<file path="config.mk">
export PLATFORM = sky130hd
export DESIGN_NAME = sram_bus_arbiter
export DESIGN_NICKNAME = d
export VERILOG_FILES = /design/src/rtl/sram_bus_arbiter.sv
export SDC_FILE = /design/constraint.sdc
export NUM_CORES = 1
export LEC_CHECK = 0
export CORE_AREA = 8 8 114 116
export CTS_BUF_LIST = sky130_fd_sc_hd__clkbuf_16
export DETAILED_ROUTE_END_ITERATION = 7
export DIE_AREA = 0 0 122 124
export GPL_TIMING_DRIVEN = 1
export PLACE_DENSITY = 0.7
export SLEW_MARGIN = 20
export SYNTH_ARGS = -nofsm -noshare
export SYNTH_HDL_FRONTEND = slang
export SYNTH_SLANG_ARGS = --single-unit
</file>
<file path="constraint.sdc">
create_clock -name clk -period 2.8 [get_ports clk]
set_clock_uncertainty 0.15 [all_clocks]
set_input_delay 0.42 -clock clk [delete_from_list [all_inputs] [get_ports clk]]
set_output_delay 0.42 -clock clk [all_outputs]
set_load 0.02 [all_outputs]
</file>
<file path="src/rtl/sram_bus_arbiter.sv">
// sram_bus_arbiter: shares one sram-like bus between the instruction-fetch
// master and the data master. A grant is held until the slave accepts the
// address. The owner of every accepted request is queued in order so that
// each response is steered back to the master that issued it.
module sram_bus_arbiter #(
  parameter int unsigned OUTST_DEPTH = 4,
  parameter int unsigned STARVE_MAX  = 8
) (
  input  logic        clk,
  input  logic        reset,

  input  logic        inst_req,
  input  logic        inst_wr,
  input  logic [1:0]  inst_size,
  input  logic [31:0] inst_addr,
  input  logic [31:0] inst_wdata,
  output logic        inst_addr_ok,
  output logic        inst_data_ok,
  output logic [31:0] inst_rdata,

  input  logic        data_req,
  input  logic        data_wr,
  input  logic [1:0]  data_size,
  input  logic [31:0] data_addr,
  input  logic [31:0] data_wdata,
  output logic        data_addr_ok,
  output logic        data_data_ok,
  output logic [31:0] data_rdata,

  output logic        bus_req,
  output logic        bus_wr,
  output logic [1:0]  bus_size,
  output logic [31:0] bus_addr,
  output logic [31:0] bus_wdata,
  input  logic        bus_addr_ok,
  input  logic        bus_data_ok,
  input  logic [31:0] bus_rdata
);

  localparam int unsigned PW = $clog2(OUTST_DEPTH);
  localparam int unsigned CW = PW + 1;
  localparam int unsigned SW = $clog2(STARVE_MAX + 1);

  typedef enum logic [1:0] {IDLE, HOLD_I, HOLD_D} state_t;

  state_t                 state;
  logic [CW-1:0]          count;
  logic [PW-1:0]          rd_ptr;
  logic [PW-1:0]          wr_ptr;
  logic [OUTST_DEPTH-1:0] owner;   // 1 = data master, 0 = inst master
  logic [SW-1:0]          starve;

  logic sel_i, sel_d;
  logic full, accepted, pop, head;

  assign full     = (count == CW'(OUTST_DEPTH));
  assign head     = owner[rd_ptr];
  assign pop      = bus_data_ok && (count != '0);
  assign accepted = bus_req && bus_addr_ok;

  // Pick the master: a held grant wins outright, otherwise data wins unless
  // the inst master has waited long enough to be forced through.
  always_comb begin
    sel_i = 1'b0;
    sel_d = 1'b0;
    case (state)
      HOLD_I:  sel_i = 1'b1;
      HOLD_D:  sel_d = 1'b1;
      default: begin
        sel_d = data_req && !(inst_req && (starve == SW'(STARVE_MAX)));
        sel_i = inst_req && !sel_d;
      end
    endcase
  end

  // Bus request and field mux; inst fields are presented when idle.
  always_comb begin
    bus_req      = (sel_i || sel_d) && !full;
    bus_wr       = sel_d ? data_wr    : inst_wr;
    bus_size     = sel_d ? data_size  : inst_size;
    bus_addr     = sel_d ? data_addr  : inst_addr;
    bus_wdata    = sel_d ? data_wdata : inst_wdata;
    inst_addr_ok = accepted && sel_i;
    data_addr_ok = accepted && sel_d;
    inst_data_ok = pop && !head;
    data_data_ok = pop && head;
    inst_rdata   = bus_rdata;
    data_rdata   = bus_rdata;
  end

  // Grant FSM: latch the winner while the slave stalls the address phase.
  always_ff @(posedge clk or posedge reset) begin
    if (reset) begin
      state <= IDLE;
    end else begin
      case (state)
        IDLE: begin
          if (bus_req && !bus_addr_ok)
            state <= sel_d ? HOLD_D : HOLD_I;
        end
        HOLD_I, HOLD_D: begin
          if (accepted)
            state <= IDLE;
        end
        default: state <= IDLE;
      endcase
    end
  end

  // In-order owner FIFO of accepted requests.
  always_ff @(posedge clk or posedge reset) begin
    if (reset) begin
      count  <= '0;
      rd_ptr <= '0;
      wr_ptr <= '0;
      owner  <= '0;
    end else begin
      if (accepted) begin
        owner[wr_ptr] <= sel_d;
        wr_ptr        <= wr_ptr + PW'(1);
      end
      if (pop)
        rd_ptr <= rd_ptr + PW'(1);
      case ({accepted, pop})
        2'b10:   count <= count + CW'(1);
        2'b01:   count <= count - CW'(1);
        default: count <= count;
      endcase
    end
  end

  // Starvation counter: waiting cycles of the inst master outside its own grant.
  always_ff @(posedge clk or posedge reset) begin
    if (reset) begin
      starve <= '0;
    end else if (!inst_req || inst_addr_ok) begin
      starve <= '0;
    end else if (state != HOLD_I && starve != SW'(STARVE_MAX)) begin
      starve <= starve + SW'(1);
    end
  end

endmodule

</file>
==> metrics, run 1 <==
delay-heaviest family, CP=buffers and inverters; Multi-input gate area=1380 µm²; routed len/inst=21.4 µm; Period Utilization, post-route=98.2%; Worst IR Drop VDD=0.482 mV; post-synthesis cell area=2360 µm²; filler instances=1,163; master of the slowest instance on the critical path=dfrtp_1; final hold vios=0; top cells by count, synth=mux2_2, buf_4, dfrtp_1, inv_1, ha_1; Worst Hold Class=register to register; sequential-to-total area share from yosys stat=18.0%; die area=15,100 µm²; worst-path fanout max=9; cell taking the most area after synthesis=mux2_2; clk root buf=clkbuf_16; net count after synthesis=423; Die H=124 µm; First-pass DRT Iterations=4; grt ovf=0; maxcap violations=0; CP Launch Type=register; share of layout cells above drive strength 1=40.0%; flop and latch count out of synthesis=17; Setup Crit Path Kind=register to output pin; Leakage=1.83 nW; first-pass GRT wire length=16.0 mm; Synth area leaders=mux2_2, buf_4, dfrtp_1; Yosys top cell area share=32.9%; Slew Limit Headroom=56.2%; f_max=0.364 GHz; setup ws final=0.0504 ns; Vias/cell=4.33; Antenna Nets Post-Route=0; DRC viols=0; die span in x=122 µm; Post-Syn Area per Cell=9.85 µm²; Final Util=38.0%; Post-synth EDFFs=0; most frequent cell after synthesis=mux2_2; Worst setup EP type=output pin; Worst EP arrival=2.18 ns; area grow syn2layout=79.5%; Largest stage delay, worst path=0.36 ns; Sequential Area=425 µm²; drt total wl=11.8 mm; clock sinks=17; CTS tree=built; row count=39; WP data required=2.23 ns; sum of buffers and inverters on the critical path=3; DRT iter0 DRCs=64; pre-CTS setup slack=-0.304 ns; minimum clock period=2.75 ns; Starting Density=21.2%; Worst Max-Slew Pin Slew=0.656 ns; synth warn=0; Worst Min Path Start=rd_ptr[1]; Slew Limit Fails=0; DR WL met3=1.51 mm; final setup fails=0; DRT met1 WL=4.76 mm; setup slack, reg-to-reg=0.12 ns; RSZ-0062 raised after global routing=true; r2r startpoint=state[0]; largest net degree at the start of global routing=29; vias in the first global route=2,582; I/O Buffers=211; CP Cell Sequence=inv_2 -> ha_1 -> and3b_2 -> nand2_2 -> a22o_4 -> buf_4 -> mux2_2 -> dlygate4sd2_1; Final #Nets=591; initial antenna violation count=6; placer congestion estimate=0.818; core area=11,200 µm²; hpwl dp=10.2 mm; top routing layer in use=met5; Most used DFF post-synth=dfrtp_1; I/O Pins=308; met2 WL=5.38 mm; Netlist cell types=32; Worst-path clk slew=0.05 ns; post-synthesis cell count=240; GRT Overall Usage=13.9%; Worst-Skew Late Latency=0.25 ns; H-tree levels=1; P per Cell Area=723 nW/µm²; Vias=2,384; diodes inserted=0; Num CTS Buffers=3; Max Buffers Root-to-Sink=2; crit path from=starve[0]; Async S/R FF share, synth=100%; status=finished clean
==> worst reg2reg max path, stage by stage (launching register included) <==
cell and delay, ns:
dfrtp_1 0.38, inv_2 0.08, ha_4 0.23, buf_4 0.17, a2111oi_4 0.36, buf_4 0.18, buf_6 0.11, inv_1 0.05
ha_1 0.20, inv_1 0.07, fa_2 0.19, xor2_1 0.16, nor2_1 0.07, xor2_1 0.16
==> stage by stage <==
| step | power, W | instances | setup TNS [ns] | area, µm² | hold WS [ns] |
|---|---|---|---|---|---|
| after floorplan | 0.00193 | 240 | 0 | 2360 | 0.196 |
| after global placement | 0.00280 | 540 | -13.40 | 4280 | 0.317 |
| after detailed placement | 0.00286 | 540 | -15.26 | 4280 | 0.324 |
| after CTS | 0.00312 | 548 | 0 | 4350 | 0.331 |
| after global routing | 0.00329 | 550 | -0.0992 | 4240 | 0.368 |
| final | 0.00307 | 550 | 0 | 4240 | 0.330 |
==> flip-flops by register name (all words and copies together) (netlist names) <==
register	cells
state	2
starve	4
wr_ptr	2
count	3
owner	4
rd_ptr	2
==> timing repair <==
item / in CTS / in global routing
hold buffers: 0 / 0
buffers inserted: 3 / 2
endpoints found under the setup margin: 71 / 65
cloned: 1 / 0
pin swaps: 5 / 3
gates resized for setup: 161 / 65
==> where the power goes <==
part	internal (W)	leakage [nW]	switching (W)
clock network	0.000190	0.0423	0.0000910
registers	0.000357	0.213	0.0000793
logic	0.00122	1.58	0.00113
==> cell usage in the layout (no fill, tap or decap), types with 2 or more instances in the layout <==
cell	instances
clkdlybuf4s50_1	140
nand2_1	8
nor2_1	5
clkbuf_16	3
buf_4	21
xor2_1	2
clkbuf_2	19
buf_6	3
mux2_1	4
ha_4	2
o21ai_0	4
buf_12	3
ha_1	7
mux2_2	68
buf_2	26
inv_1	14
dlygate4sd2_1	16
xnor2_1	6
clkdlybuf4s15_1	5
and3_1	4
inv_2	3
nor2_2	2
dfrtp_1	17
nor4_1	2
==> logic make-up (layout without fill, tap and decap cells) <==
group                      count (synthesis)  count (layout)  share of synthesized area (%)
AOI/OAI and AO/OA                         11              11                           4.50
DFF                                       17              17                           18.0
adders and majority gates                 11              11                           6.14
buffers and inverters                     89             256                           26.0
xor gates and xnor gates                   8               8                           2.96
muxes                                     74              74                           35.7
and+or+nand+nor                           30              30                           6.72
==> routing by layer <==
layer,up-vias,global-route usage (%)
li1,1088,-
met1,1105,16.6
met2,163,22.1
met3,16,7.66
met4,12,1.46
met5,-,0
==> final cells by class <==
type                            count  share of cell area [%]
Clock buffer                        3                    1.77
Timing Repair Buffer              236                    49.9
Inverter                           16                    1.42
Multi-Input combinational cell    134                    32.5
Tap cell                          143                    4.22
Sequential cell                    17                    10.0
Clock inverter                      1                  0.0884
==> path summary, 6_finish.rpt <==
path                           endpoint  cells past startpoint
min reg2reg                   rd_ptr[1]                      1
max                        bus_addr[17]                      8
max reg2reg                    count[2]                     13
min                           rd_ptr[1]                      1
min in group asynchronous     starve[2]                      2
max in group asynchronous     wr_ptr[0]                      2
(Power assumes the default switching activity.)
==> run 2: changes to the inputs <==
Settings changed: CELL_PAD_IN_SITES_DETAIL_PLACEMENT set to 1, CELL_PAD_IN_SITES_GLOBAL_PLACEMENT set to 2, CORE_AREA 8 8 114 116 to not set, CORE_ASPECT_RATIO set to 1.5, CORE_MARGIN set to 8, CORE_UTILIZATION set to 12, DIE_AREA 0 0 122 124 to not set, PLACE_DENSITY 0.7 to not set, PLACE_DENSITY_LB_ADDON set to 0.1, SETUP_SLACK_MARGIN set to 0.05.
==> run 2 against run 1 <==
Effect of this change: first-iteration DRC count fell by 70%; fmax rose by 1.8%; global-route usage fell by 5.3 points; sequential share of layout area fell by 0.065 points; non-clock buffer count did not move.
==> metrics, run 2 (synthesized netlist as in run 1, its figures left out) <==
Starting Density=12.1%; Worst Reg2Reg Path Length in Cells=12; hold_ws=0.338 ns; sum of buffers and inverters on the critical path=3; CP Launch Type=register; Period Utilization, post-route=96.4%; Antenna Nets Post-Route=0; placer congestion estimate=0.700; r2r endpoint=count[2]; Worst-Skew Late Latency=0.25 ns; cts hold-fix bufs=0; I/O Buffers=211; P per Cell Area=706 nW/µm²; Die H=188 µm; diodes inserted=0; First-pass DRT Iterations=4; worst-path fanout max=16; Final #Nets=591; Slew Limit Headroom=50.5%; Max Buffers Root-to-Sink=2; dpl cells=661; drt total wl=11.3 mm; share of layout cells above drive strength 1=44.2%; core area=19,500 µm²; DRC viols=0; largest net degree at the start of global routing=21; clk root buf=clkbuf_16; Worst Hold Class=register to register; Worst IR Drop VDD=0.416 mV; top flop regs=owner: 4 flops, starve: 4 flops, count: 3 flops; H-tree levels=1; Worst setup EP type=output pin; CP Cell Sequence=inv_1 -> ha_1 -> and3b_2 -> nand2_1 -> a22o_4 -> buf_12 -> mux2_2 -> clkdlybuf4s15_2; initial antenna violation count=0; WP data required=2.23 ns; routed len/inst=17.0 µm; hold-critical path depth=1; final hold vios=0; most common cell after layout, fill and taps aside=clkdlybuf4s50_1; GRT Overall Usage=8.54%; delay-heaviest family, CP=buffers and inverters; Worst Max-Slew Pin Slew=0.742 ns; hpwl dp=9.72 mm; Worst Min Path Start=rd_ptr[1]; status=finished clean; Leakage=1.79 nW; setup slack, reg-to-reg=0.24 ns; f_max=0.370 GHz; maxcap violations=0; r2r startpoint=state[0]; Vias/cell=3.51; vias in the first global route=2,570; die area=24,500 µm²; die span in x=131 µm; hold endpoint=rd_ptr[1]; master of the slowest instance on the critical path=dfrtp_1; CTS tree=built; Post-Layout Cell Count=667; Worst EP arrival=2.13 ns; Vias=2,341; grt ovf=0; Setup Crit Path Kind=register to output pin; I/O Pins=308; RSZ-0062 raised after global routing=true; most frequent cells in the layout=clkdlybuf4s50_1, mux2_2, buf_2, buf_4, dfrtp_1; final setup fails=0; clock sinks=17; Largest stage delay, worst path=0.34 ns; row count=63; Num CTS Buffers=3; first-pass GRT wire length=16.2 mm; DRT iter0 DRCs=19; Worst-path clk slew=0.05 ns; minimum clock period=2.70 ns; Slew Limit Fails=0; area grow syn2layout=80.6%
## run 2: cell count changes in the layout (fill, tap and decap cells not counted), moves of 2 or more
cell             change
buf_2               +39
clkbuf_2            -17
dlygate4sd2_1       -15
clkdlybuf4s15_1      -5
buf_6                -2
ha_1                 +2
## run 2: worst reg2reg max path, cell delays in order (launching register included)
cell and delay (ns):
dfrtp_1 0.38, inv_2 0.09, ha_4 0.21, buf_4 0.16, a2111oi_4 0.44, buf_6 0.15, inv_1 0.03, ha_1 0.22
inv_1 0.08, fa_1 0.17, xor2_1 0.15, nor2_1 0.07, xor2_1 0.14
## run 2: layout make-up
cell class | instances | area [µm²]
fillers | 2340 | 15300
multi-input cells | 134 | 1370
clock buffers | 3 | 75.1
flip-flops and latches | 17 | 425
inverters | 16 | 60.1
repair buffers | 236 | 2020
well taps | 260 | 325
clock inverters | 1 | 5.00
## run 2: how the worst max path moves through the flow
| stage | cells after the start | end | startpoint | slack [ns] |
|---|---|---|---|---|
| final | 8 | bus_addr[1] | starve[0] | 0.1 |
| after floorplan | 12 | count[2] | state[0] | 0.27 |
| after global placement | 7 | bus_addr[14] | data_req | -0.29 |
| after CTS | 8 | bus_addr[11] | starve[0] | -0.01 |
| after global routing | 8 | bus_addr[1] | starve[0] | -0.02 |
| after detailed placement | 7 | bus_addr[18] | data_req | -0.24 |
## run 2: power by group
part | internal, W | total, W | switching (W)
combinational | 0.00117 | 0.00228 | 0.00111
clock | 0.000192 | 0.000293 | 0.000102
sequential | 0.000356 | 0.000444 | 0.0000879
## run 2: stage by stage
stage	utilization [%]	area, µm²	TNS, ns	power [W]	worst slack [ns]
2_1_floorplan	-	2360	0	0.00193	0.269
3_3_place_gp	22.9	4480	-16.05	0.00297	-0.286
3_5_place_dp	22.9	4480	-13.46	0.00298	-0.245
4_1_cts	22.6	4410	-0.0121	0.00312	-0.0121
5_1_grt	21.9	4270	-0.0184	0.00328	-0.0184
6_report	21.9	4270	0	0.00302	0.0994
## run 2: layer usage
| layer | vias up | GRT usage (%) | wire (µm) |
|---|---|---|---|
| li1 | 1087 | - | - |
| met1 | 1080 | 8.24 | 3890 |
| met2 | 157 | 15.7 | 5780 |
| met3 | 17 | 3.95 | 1480 |
| met4 | 0 | 2.22 | 163 |
| met5 | - | 0 | 0 |
## run 2: what timing repair did
action / 4_1_cts / 5_1_grt
cloned: 0 / 0
endpoints found under the setup margin: 72 / 36
setup buffers: 0 / 2
pin swaps: 1 / 2
hold endpoints to repair: 0 / 0
gates resized for setup: 247 / 41
